<file path="src/rtl/pe_config_sequencer.sv">
// pe_config_sequencer: loads NUM_PE*NUM_CTX ctrl words from the host, then replays
// them as contexts into the PE array, one context per RUN cycle.
module pe_config_sequencer #(
   parameter int NUM_PE  = 4,
   parameter int NUM_CTX = 4,
   parameter int CTRL_W  = 8
) (
   input  logic                     clk_i,
   input  logic                     rst_i,
   input  logic                     cfg_valid_i,
   input  logic [CTRL_W-1:0]        cfg_data_i,
   output logic                     cfg_ready_o,
   output logic                     cfg_done_o,
   input  logic                     cfg_reload_i,
   input  logic                     start_i,
   input  logic [7:0]               run_len_i,
   output logic                     busy_o,
   output logic                     done_o,
   output logic                     pe_en_o,
   output logic [NUM_PE*CTRL_W-1:0] pe_ctrl_o
);
   localparam int WORDS = NUM_PE * NUM_CTX;
   localparam int WPW = $clog2(WORDS);
   localparam int CPW = $clog2(NUM_CTX);
   localparam int CTX_W = NUM_PE * CTRL_W;
   localparam logic [WPW-1:0] LAST = WPW'(WORDS - 1);

   typedef enum logic [2:0] {IDLE, LOAD, LOADED, RUN, DONE} state_t;

   state_t               state_q, state_d;
   logic [WPW-1:0]       wptr_q, wptr_d;
   logic [CPW-1:0]       ctx_q, ctx_d;
   logic [7:0]           steps_q, steps_d;
   logic [WORDS*CTRL_W-1:0] store_q;
   logic [CTX_W-1:0]     hold_q;
   logic                 accept;

   assign cfg_ready_o = (state_q == IDLE) || (state_q == LOAD);
   assign cfg_done_o  = (state_q == LOADED) || (state_q == RUN) || (state_q == DONE);
   assign busy_o      = state_q == RUN;
   assign pe_en_o     = state_q == RUN;
   assign done_o      = state_q == DONE;
   assign accept      = cfg_valid_i & cfg_ready_o;
   // Context c occupies consecutive words, so PE0 lands in the low slice.
   assign pe_ctrl_o   = (state_q == RUN) ? store_q[ctx_q*CTX_W +: CTX_W] : hold_q;

   always_comb begin
      state_d = state_q;
      wptr_d  = wptr_q;
      ctx_d   = ctx_q;
      steps_d = steps_q;
      if (accept) wptr_d = (wptr_q == LAST) ? '0 : wptr_q + 1'b1;
      case (state_q)
         IDLE, LOAD: if (accept) state_d = (wptr_q == LAST) ? LOADED : LOAD;
         LOADED: begin
            if (start_i) begin
               state_d = (run_len_i != 8'd0) ? RUN : DONE;
               ctx_d   = '0;
               steps_d = run_len_i;
            end else if (cfg_reload_i) begin
               state_d = IDLE;
               wptr_d  = '0;
            end
         end
         RUN: begin
            ctx_d   = ctx_q + 1'b1;
            steps_d = steps_q - 8'd1;
            if (steps_q == 8'd1) state_d = DONE;
         end
         DONE: state_d = LOADED;
         default: state_d = IDLE;
      endcase
   end

   always_ff @(posedge clk_i or posedge rst_i) begin
      if (rst_i) begin
         state_q <= IDLE;
         wptr_q  <= '0;
         ctx_q   <= '0;
         steps_q <= '0;
         store_q <= '0;
         hold_q  <= '0;
      end else begin
         state_q <= state_d;
         wptr_q  <= wptr_d;
         ctx_q   <= ctx_d;
         steps_q <= steps_d;
         hold_q  <= pe_ctrl_o;
         if (accept) store_q[wptr_q*CTRL_W +: CTRL_W] <= cfg_data_i;
      end
   end
endmodule

</file>
<file path="config.mk">
export PLATFORM = sky130hd
export DESIGN_NAME = pe_config_sequencer
export DESIGN_NICKNAME = d
export VERILOG_FILES = /design/src/rtl/pe_config_sequencer.sv
export SDC_FILE = /design/constraint.sdc
export NUM_CORES = 1
export LEC_CHECK = 0
export ABC_AREA = 1
export CAP_MARGIN = 20
export CORE_MARGIN = 8
export CORE_UTILIZATION = 64
export CTS_CLUSTER_SIZE = 8
export DETAILED_ROUTE_END_ITERATION = 10
export PLACE_DENSITY = 0.85
export SLEW_MARGIN = 20
export SYNTH_ARGS = -nofsm -noshare
export SYNTH_HDL_FRONTEND = slang
export SYNTH_SLANG_ARGS = --single-unit
</file>
<file path="constraint.sdc">
create_clock -name clk_i -period 8.7 [get_ports clk_i]
set_input_delay 1.305 -clock clk_i [delete_from_list [all_inputs] [get_ports clk_i]]
set_output_delay 1.305 -clock clk_i [all_outputs]
set_load 0.005 [all_outputs]
</file>
### Yosys cells after proc, flatten, opt, wreduce, memory -nomap -nowiden

Cells that the tools add are included.

| word-level totals | value |
|---|---|
| flip-flop bits (word level) | 177 |
| input port bits | 21 |
| word-level logic and storage cells | 51 |

| operators by class | value |
|---|---|
| $add $sub $neg | 4 |
| eq/ne operators | 10 |
| shifts and indexed selects | 3 |
| muxes and demuxes | 18 |
| bitwise operators | 1 |
| reduce and logical (&&, ||, !) cells | 9 |

Operator list:

| operator | number |
|---|---|
| bitwise mux 128 bit | 1 |
| variable shift 8 x 34 -> 128 bit (first input constant) | 1 |
| indexed part select 128 x 8 -> 32 bit | 1 |
| indexed part select 8 x 34 -> 128 bit | 1 |
| negation 7 -> 34 bit | 1 |
| two-way mux 32 bit | 1 |
| two-way mux 4 bit | 5 |
| one-hot mux 8 bit (2 select lines) | 1 |
| two-way mux 3 bit | 5 |
| one-hot mux 3 bit (4 select lines) | 1 |
| equality test 8 x 1 -> 1 bit (second input constant) | 1 |
| two-way mux 8 bit | 1 |
| nonzero test 8 bit | 1 |
| subtractor 8 x 1 -> 8 bit (second input constant) | 1 |
| equality test 3 x 2 -> 1 bit (second input constant) | 2 |
| adder 4 x 1 -> 4 bit (second input constant) | 1 |
| equality test 4 bit (second input constant) | 1 |
| two-way mux 2 bit | 2 |
| inequality test 2 bit (second input constant) | 2 |
| one-hot mux 2 bit (2 select lines) | 1 |
| equality test 3 x 1 -> 1 bit (second input constant) | 1 |
| equality test 3 bit (second input constant) | 1 |
| logical NOT 3 bit | 1 |
| logical OR 1 bit | 3 |
| 8 further kinds | 8 |

### Depth between registers and ports, before layout

Gate-level depths: netlist (run 1).

| logic depth | value |
|---|---|
| word-level depth | 7 |
| depth in mapped cells | 13 |
| depth with buffers taken out | 11 |

### Least setup slack after synthesis (run 1)

Ideal clock, no wire load.

| path | value |
|---|---|
| path kind | reg2out |
| start point | reg state_q[2] |
| end point | out pe_en_o |
| arrival time | 1.287 ns |
| data required time | 7.395 ns |
| slack | 6.108 ns |
| cell stages (with the launch flop) | 7 |
| buffers on the path | 3 |
| cells stage by stage | dfrtp_1 > inv_1 > nand2_1 > nor2_1 > buf_2 > clkbuf_1 > buf_4 |

| on the way | value |
|---|---|
| cells in the longest elaborated chain, start to end | 1 |

Ends and longest elaborated chain:

| element | RTL line | source |
|---|---|---|
| from (decl) | 30 | `state_t state_q, state_d;` |
| from (signal assigned) | 84 | `state_q <= state_d;` |
| equality test 3 x 2 -> 1 bit | - |  |
| to (decl) | 19 | `output logic pe_en_o,` |

No other way between the ends.

### Worst setup path in the final report (run 1)

| path | value |
|---|---|
| start point | reg state_q[2] |
| end point | out pe_ctrl_o[27] |

| on the way | value |
|---|---|
| cells in the longest elaborated chain, start to end | 2 |

Ends and longest elaborated chain:

| element | RTL line | source |
|---|---|---|
| equality test 3 x 2 -> 1 bit | 45 | `assign pe_ctrl_o = (state_q == RUN) ? store_q[ctx_q*CTX_W +: CTX_W] : hold_q;` |
| two-way mux 32 bit | 45 |  |
| to (decl) | 20 | `output logic [NUM_PE*CTRL_W-1:0] pe_ctrl_o` |

No other way between the ends.

==> impl_results.md, run 1 <==
* Gr ovfl total at 0
* Initial drt markers at just over 900
* Worst Path Max Fanout at between 40 and 50
* Synth cell types at 34
* Max_slew headroom at 0.419
* GR peak layer: met2
* H-Tree Depth at 4
* Peak VDD IR at 0.000223 V
* Vias in the first global route at ~7300
* Buffers on Ports at 57
* Sw Ratio at 0.434
* Footprint of the multi-input gates at about 3700 um^2
* Global routing usage on met1 at 0.326
* Fraction of layout cells with a size suffix above 1 at 0.0866
* Chip width at between 100 and 150 um
* Total GRT Usage at 0.253
* MaxCap Viol Count at 0
* Drt drc at 0
* Worst endpoint required time at around 7.4 ns
* Die H at roughly 130 um
* Routed WL per cell at 16.5 um
* Max Slew Vio Count at 0
* #FFs+latches synth at 177
* Pin slew with the least headroom to its limit at slightly below 0.9 ns
* Antenna-violating nets left at 0
* Fillers at between 900 and 1000
* First-pass GRT wire length at between 30000 and 40000 um
* Largest net degree at the start of global routing at between 90 and 100
* Clk pin slew, worst setup/hold paths at around 0.060 ns
* Cells after synthesis at around 1100
* CP startpoint kind: flop
* Final min period at roughly 4.4 ns
* Avg Synthesized Cell Area at around 8.1 um^2
* Hold Vio Cnt, Final at 0
* Final instance area at slightly below 10000 um^2
* Num CTS Buffers at 17
* Static leakage at ~4.5 nW
* Clock Path Buffers at 2
* Met3 Use GR at 0.0564
* Register area at between 4000 and 5000 um^2
* CP Class: reg2out
* Root Driver: clkbuf_16
* P_int at approximately 2.1 mW
* Vias at ~7500
* Post-CTS sizing at 0
* Comb power frac at 0.463
* Dpl cell area at a little over 9000 um^2
* Post-layout net count at between 1000 and 1500
* TritonCTS clock tree: yes
* Ys Warns at 0
* Core area at 13300 um^2
* IO Pins at 58
* Fin Clk Skew at 0.0120 ns
* Die Footprint at approximately 18000 um^2
* # diodes at 0
* Clk pwr share at 0.198
* Post-DP HPWL at between 10000 and 15000 um
* Peak Freq at 227 MHz
* RSZ-0062 raised after global routing: false
* Hold Crit Class: reg2reg
* Drt via density at around 5.8
* First drt pass iteration count at 6
* Post-synthesis sequential area ratio at 0.508
* Post-route setup TNS at 0 ns
* Antenna violations before repair at 0
* Final setup viols at 0
* Area Growth Syn to Fin at 12.3%
* NetSw at about 1.6 mW
* # rows at 42
* Initial Util at 0.656
* Num Clock Sinks at approximately 180
* RePlAce Congestion at 0.897
* Worst skew pair latency at approximately 0.43 ns
* Outcome: complete, no violations
* Detailed Route WL at between 20000 and 25000 um
* Crit path capture type: primary output
* Post-Syn Nets at 1107
* GR Util met2 at 0.409
* Post-CTS setup buffers at 0
* Crit path DAT at approximately 3.1 ns
* Final worst-path cycle share at 0.506
* Synthesized area at about 8700 um^2
* Pwr/cell area at about 390 nW/um^2
* Seq pwr share at 0.339
* Cts hold-fix bufs at 0
[per-stage QoR]
stage / utilization / setup WS [ns] / power, mW / cells / hold slack [ns]
after floorplan: - / 2.59 / 2.48 / 1079 / 0.437
after global placement: 0.694 / 4.86 / 2.96 / 1254 / 0.448
after detailed placement: 0.694 / 4.79 / 3.01 / 1254 / 0.453
after CTS: 0.737 / 4.25 / 3.77 / 1285 / 0.469
after global routing: 0.737 / 4.06 / 4.06 / 1285 / 0.489
final: 0.737 / 4.30 / 3.78 / 1285 / 0.467
[path summary, 6_finish.rpt]
check	endpoint	cells past startpoint	startpoint	slack (ns)
worst max-delay path	pe_ctrl_o[27]	7	state_q[2]	4.30
worst min-delay path	store_q[35]	2	store_q[35]	0.47
worst max register to register	store_q[114]	7	wptr_q[0]	4.79
worst min register to register	store_q[35]	2	store_q[35]	0.47
max in group asynchronous	ctx_q[0]	3	rst_i	6.04
min in group asynchronous	steps_q[2]	2	rst_i	1.43
[cell type report]
class	instances	share of cell area
clock buffers	22	0.0474
clock inverters	9	0.0109
inverters	57	0.0227
multi-input cells	782	0.382
flip-flops and latches	177	0.452
well taps	176	0.0225
repair buffers	62	0.0624
[sequential cells by signal, indices dropped and copies added (netlist names)]
signal   count
store_q    128
ctx_q        2
steps_q      8
state_q      3
hold_q      32
wptr_q       4
[cells in the mapped netlist (all sizes together)]
library cell | number | area share
nor2 | 232 | 0.10
o211ai | 6 | 0.0052
nor3 | 4 | 0.0023
nand2 | 228 | 0.10
nand3 | 58 | 0.038
ha | 7 | 0.010
a21boi | 1 | 0.00086
clkinv | 3 | 0.0014
nand4 | 37 | 0.029
a31oi | 32 | 0.023
xnor2 | 1 | 0.0010
dfrtp | 177 | 0.51
xor2 | 1 | 0.0010
inv | 54 | 0.024
buf | 40 | 0.030
o21ai | 148 | 0.094
a21oi | 27 | 0.015
clkbuf | 23 | 0.0099
[placed cells by master (no fill, tap or decap), types with 21 or more instances in the layout]
cell type,n
o21ai_0,92
nor2_1,222
a21oi_1,27
o21ai_2,21
nand3_1,51
nand4_1,35
dfrtp_1,176
nand2_1,217
a31oi_1,32
inv_1,44
o21ai_1,35
clkdlybuf4s50_1,57
[power by group through the flow]
stage | clock network, mW | logic, mW | registers [mW]
3_3_place_gp | 0 | 1.68 | 1.28
5_1_grt | 0.788 | 1.95 | 1.32
3_5_place_dp | 0 | 1.72 | 1.28
2_1_floorplan | 0 | 1.25 | 1.23
4_1_cts | 0.755 | 1.74 | 1.28
6_report | 0.748 | 1.75 | 1.28
[layer usage]
metal  up-vias  share of wire
met5         -              0
met4         0          0.022
met3        43          0.059
met2       252           0.48
met1      3568           0.44
li1       3603              -
[cell families after synthesis]
logic type	after synthesis	synth area share
AO/OA/AOI/OAI	214	0.138
XOR/XNOR	2	0.00201
adder cells (fa/ha/maj)	7	0.0100
buffers and inverters	120	0.0644
flip-flops	177	0.508
AND/OR/NAND/NOR	559	0.278
[critical path, cell delays in order, from the launching register on]
cell and delay, ns:
dfrtp_1 0.43, inv_1 0.10, nand2_1 0.11, nor2_4 0.62, buf_4 0.50, nor2_1 0.08
a31oi_1 0.26, clkdlybuf4s50_1 0.56
Note: power is estimated with default switching activity, not from simulation.
==> run 2, diff against run 1 <==
--- a/config.mk
+++ b/config.mk
@@ -8,10 +8,10 @@
 export ABC_AREA = 1
 export CAP_MARGIN = 20
 export CORE_MARGIN = 8
-export CORE_UTILIZATION = 64
+export CORE_UTILIZATION = 54
 export CTS_CLUSTER_SIZE = 8
 export DETAILED_ROUTE_END_ITERATION = 10
-export PLACE_DENSITY = 0.85
+export PLACE_DENSITY = 0.77
 export SLEW_MARGIN = 20
 export SYNTH_ARGS = -nofsm -noshare
 export SYNTH_HDL_FRONTEND = slang
==> constraint.sdc (replaced) <==
create_clock -name clk_i -period 3.6 [get_ports clk_i]
set_input_delay 0.54 -clock clk_i [delete_from_list [all_inputs] [get_ports clk_i]]
set_output_delay 0.54 -clock clk_i [all_outputs]
set_load 0.005 [all_outputs]
==> impl_results.md, run 2 (synthesis results as in run 1) <==
* Outcome: complete, no violations (unchanged)
* Vias in the first global route at 7234 (was 7310)
* Antenna violations before repair at 0 (unchanged)
* Largest registers: store_q (128), hold_q (32), steps_q (8) (unchanged)
* Global routing usage on met1 at 0.297 (was 0.326)
* Die H at 143 um (was 133 um)
* Most common cell after layout, fill and taps aside: nor2_1 (unchanged)
* Buffers on Ports at 57 (unchanged)
* Clk pin slew, worst setup/hold paths at 0.06 ns (about the same)
* P_int at 5.13 mW (was 2.14 mW)
* Max reg flops at 128 (unchanged)
* CP Class: reg2out (unchanged)
* Num CTS Buffers at 17 (unchanged)
* Chip width at 143 um (was 133 um)
* Antenna-violating nets left at 0 (unchanged)
* Pwr/cell area at 911 nW/um^2 (was 386 nW/um^2)
* Worst path max stage delay at 0.56 ns (was 0.62 ns)
* RePlAce Congestion at 0.897 (about the same)
* Static leakage at 4.49 nW (was 4.47 nW)
* Sw Ratio at 0.431 (was 0.434)
* TritonCTS clock tree: yes (unchanged)
* Fin Clk Skew at 0.00967 ns (was 0.0120 ns)
* H-Tree Depth at 4 (unchanged)
* Crit-path most repeated cell: buf_4
* Top reg by flops: store_q (unchanged)
* Clk pwr share at 0.191 (was 0.198)
* Final instance area at 9900 um^2 (was 9800 um^2)
* Max Slew Vio Count at 0 (unchanged)
* Final core utilization at 0.625 (was 0.737)
* # diodes at 0 (unchanged)
* Cts hold-fix bufs at 0 (unchanged)
* GR peak layer: met2 (unchanged)
* IO Pins at 58 (unchanged)
* Root Driver: clkbuf_16 (unchanged)
* Final non-filler cell total at 1332 (was 1285)
* DP Cell Count at 1302 (was 1254)
* Post-CTS setup buffers at 0 (unchanged)
* Gr ovfl total at 0 (unchanged)
* Dpl cell area at 9360 um^2 (was 9220 um^2)
* Pin slew with the least headroom to its limit at 0.618 ns (was 0.871 ns)
* First drt pass iteration count at 5 (was 6)
* Met3 Use GR at 0.0427 (was 0.0564)
* Crit-path slowest cell: clkdlybuf4s50_1 (was nor2_4)
* Core area at 15800 um^2 (was 13300 um^2)
* Worst endpoint required time at 3.06 ns (was 7.39 ns)
* CP cell instances: buf_4 > clkinv_1 > buf_4 > a21oi_1 > o21ai_0 > a31oi_1 > clkdlybuf4s50_1 (was inv_1 > nand2_1 > nor2_4 > buf_4 > nor2_1 > a31oi_1 > clkdlybuf4s50_1)
* GR Util met2 at 0.355 (was 0.409)
* Area Growth Syn to Fin at 13.4% (was 12.3%)
* Total GRT Usage at 0.225 (was 0.253)
* Post-DP HPWL at 14700 um (was 13700 um)
* Final worst-path cycle share at 0.868
* Final min period at about 3.1 ns
* Crit path capture type: primary output (unchanged)
* Hold Vio Cnt, Final at 0 (unchanged)
* Initial Util at 0.551 (was 0.656)
* Worst skew pair latency at 0.43 ns (about the same)
* Seq pwr share at 0.341 (was 0.339)
* Peak VDD IR at 0.000518 V (was 0.000223 V)
* Final setup viols at 0 (unchanged)
* NetSw at 3.89 mW (was 1.64 mW)
* Post-layout net count at 1133 (was 1125)
* Hold Crit Class: reg2reg (unchanged)
* # rows at 46 (was 42)
* Drt via density at 5.63 (was 5.81)
* Fraction of layout cells with a size suffix above 1 at 0.0923 (was 0.0866)
* Routed WL per cell at 16.3 um (was 16.5 um)
* Num Clock Sinks at 177 (unchanged)
* Vias at 7493 (was 7466)
* Clock Path Buffers at 2 (unchanged)
* Crit path DAT at 2.59 ns (was 3.10 ns)
* Drt drc at 0 (unchanged)
* Post-route setup TNS at 0 ns (unchanged)
* Initial drt markers at 776 (was 906)
* RSZ-0062 raised after global routing: false (unchanged)
* MaxCap Viol Count at 0 (unchanged)
* First-pass GRT wire length at 36400 um (about the same)
* Post-CTS sizing at 0 (unchanged)
* Max_slew headroom at 0.588 (was 0.419)
* Peak Freq at roughly 320 MHz
* Worst Path Max Fanout at 37 (was 41)
* Comb power frac at 0.469 (was 0.463)
* CP startpoint kind: flop (unchanged)
* Detailed Route WL at 21700 um (was 21200 um)
* Most frequent cells in the layout: nor2_1 (222), nand2_1 (217), dfrtp_1 (176) (unchanged)
* Largest net degree at the start of global routing at 78 (was 97)
* Die Footprint at 20500 um^2 (was 17600 um^2)
## run 2: worst max-delay path: cells and delay by family (launching register included)
kind	cells	cell delay [ns]
AOI/OAI and AO/OA	3	0.51
buffers and inverters	4	1.27
DFF	1	0.36
## run 2: cell type report
class / instances / area, um^2
clock buffers: 21 / 450
clock inverters: 9 / 87.6
fillers: 1378 / 5930
inverters: 57 / 221
multi-input cells: 782 / 3740
flip-flops and latches: 177 / 4430
well taps: 216 / 270
repair buffers: 70 / 693
## run 2: final timing paths
path / from / to / slack, ns / cells past startpoint
max in group asynchronous: rst_i / ctx_q[0] / 2.27 / 3
max: ctx_q[0] / pe_ctrl_o[31] / 0.47 / 7
min in group asynchronous: rst_i / hold_q[5] / 0.52 / 2
min reg2reg: store_q[102] / store_q[102] / 0.47 / 2
min: store_q[102] / store_q[102] / 0.47 / 2
max reg2reg: wptr_q[0] / store_q[57] / 0.58 / 11
## run 2: layer usage
metal  vias to the layer above  share of wire
met5                         -              0
met1                      3600           0.44
met3                        42          0.054
met2                       249           0.48
met4                         0          0.024
li1                       3602              -
## run 2: per-stage QoR
| stage | total power [mW] | setup WS [ns] | hold WS, ns |
|---|---|---|---|
| floorplan | 6.00 | 0.793 | 0.437 |
| global placement | 7.16 | 0.761 | 0.449 |
| detailed placement | 7.29 | 0.646 | 0.454 |
| CTS | 9.06 | 0.415 | 0.470 |
| global route | 9.71 | 0.254 | 0.486 |
| finish | 9.02 | 0.474 | 0.467 |
## run 2: power by group through the flow
| stage | Clock, mW | Sequential, mW | Combinational (mW) |
|---|---|---|---|
| detailed placement | 0 | 3.09 | 4.20 |
| finish | 1.72 | 3.07 | 4.23 |
| global route | 1.82 | 3.15 | 4.74 |
| global placement | 0 | 3.07 | 4.10 |
| floorplan | 0 | 2.97 | 3.03 |
| CTS | 1.75 | 3.06 | 4.25 |
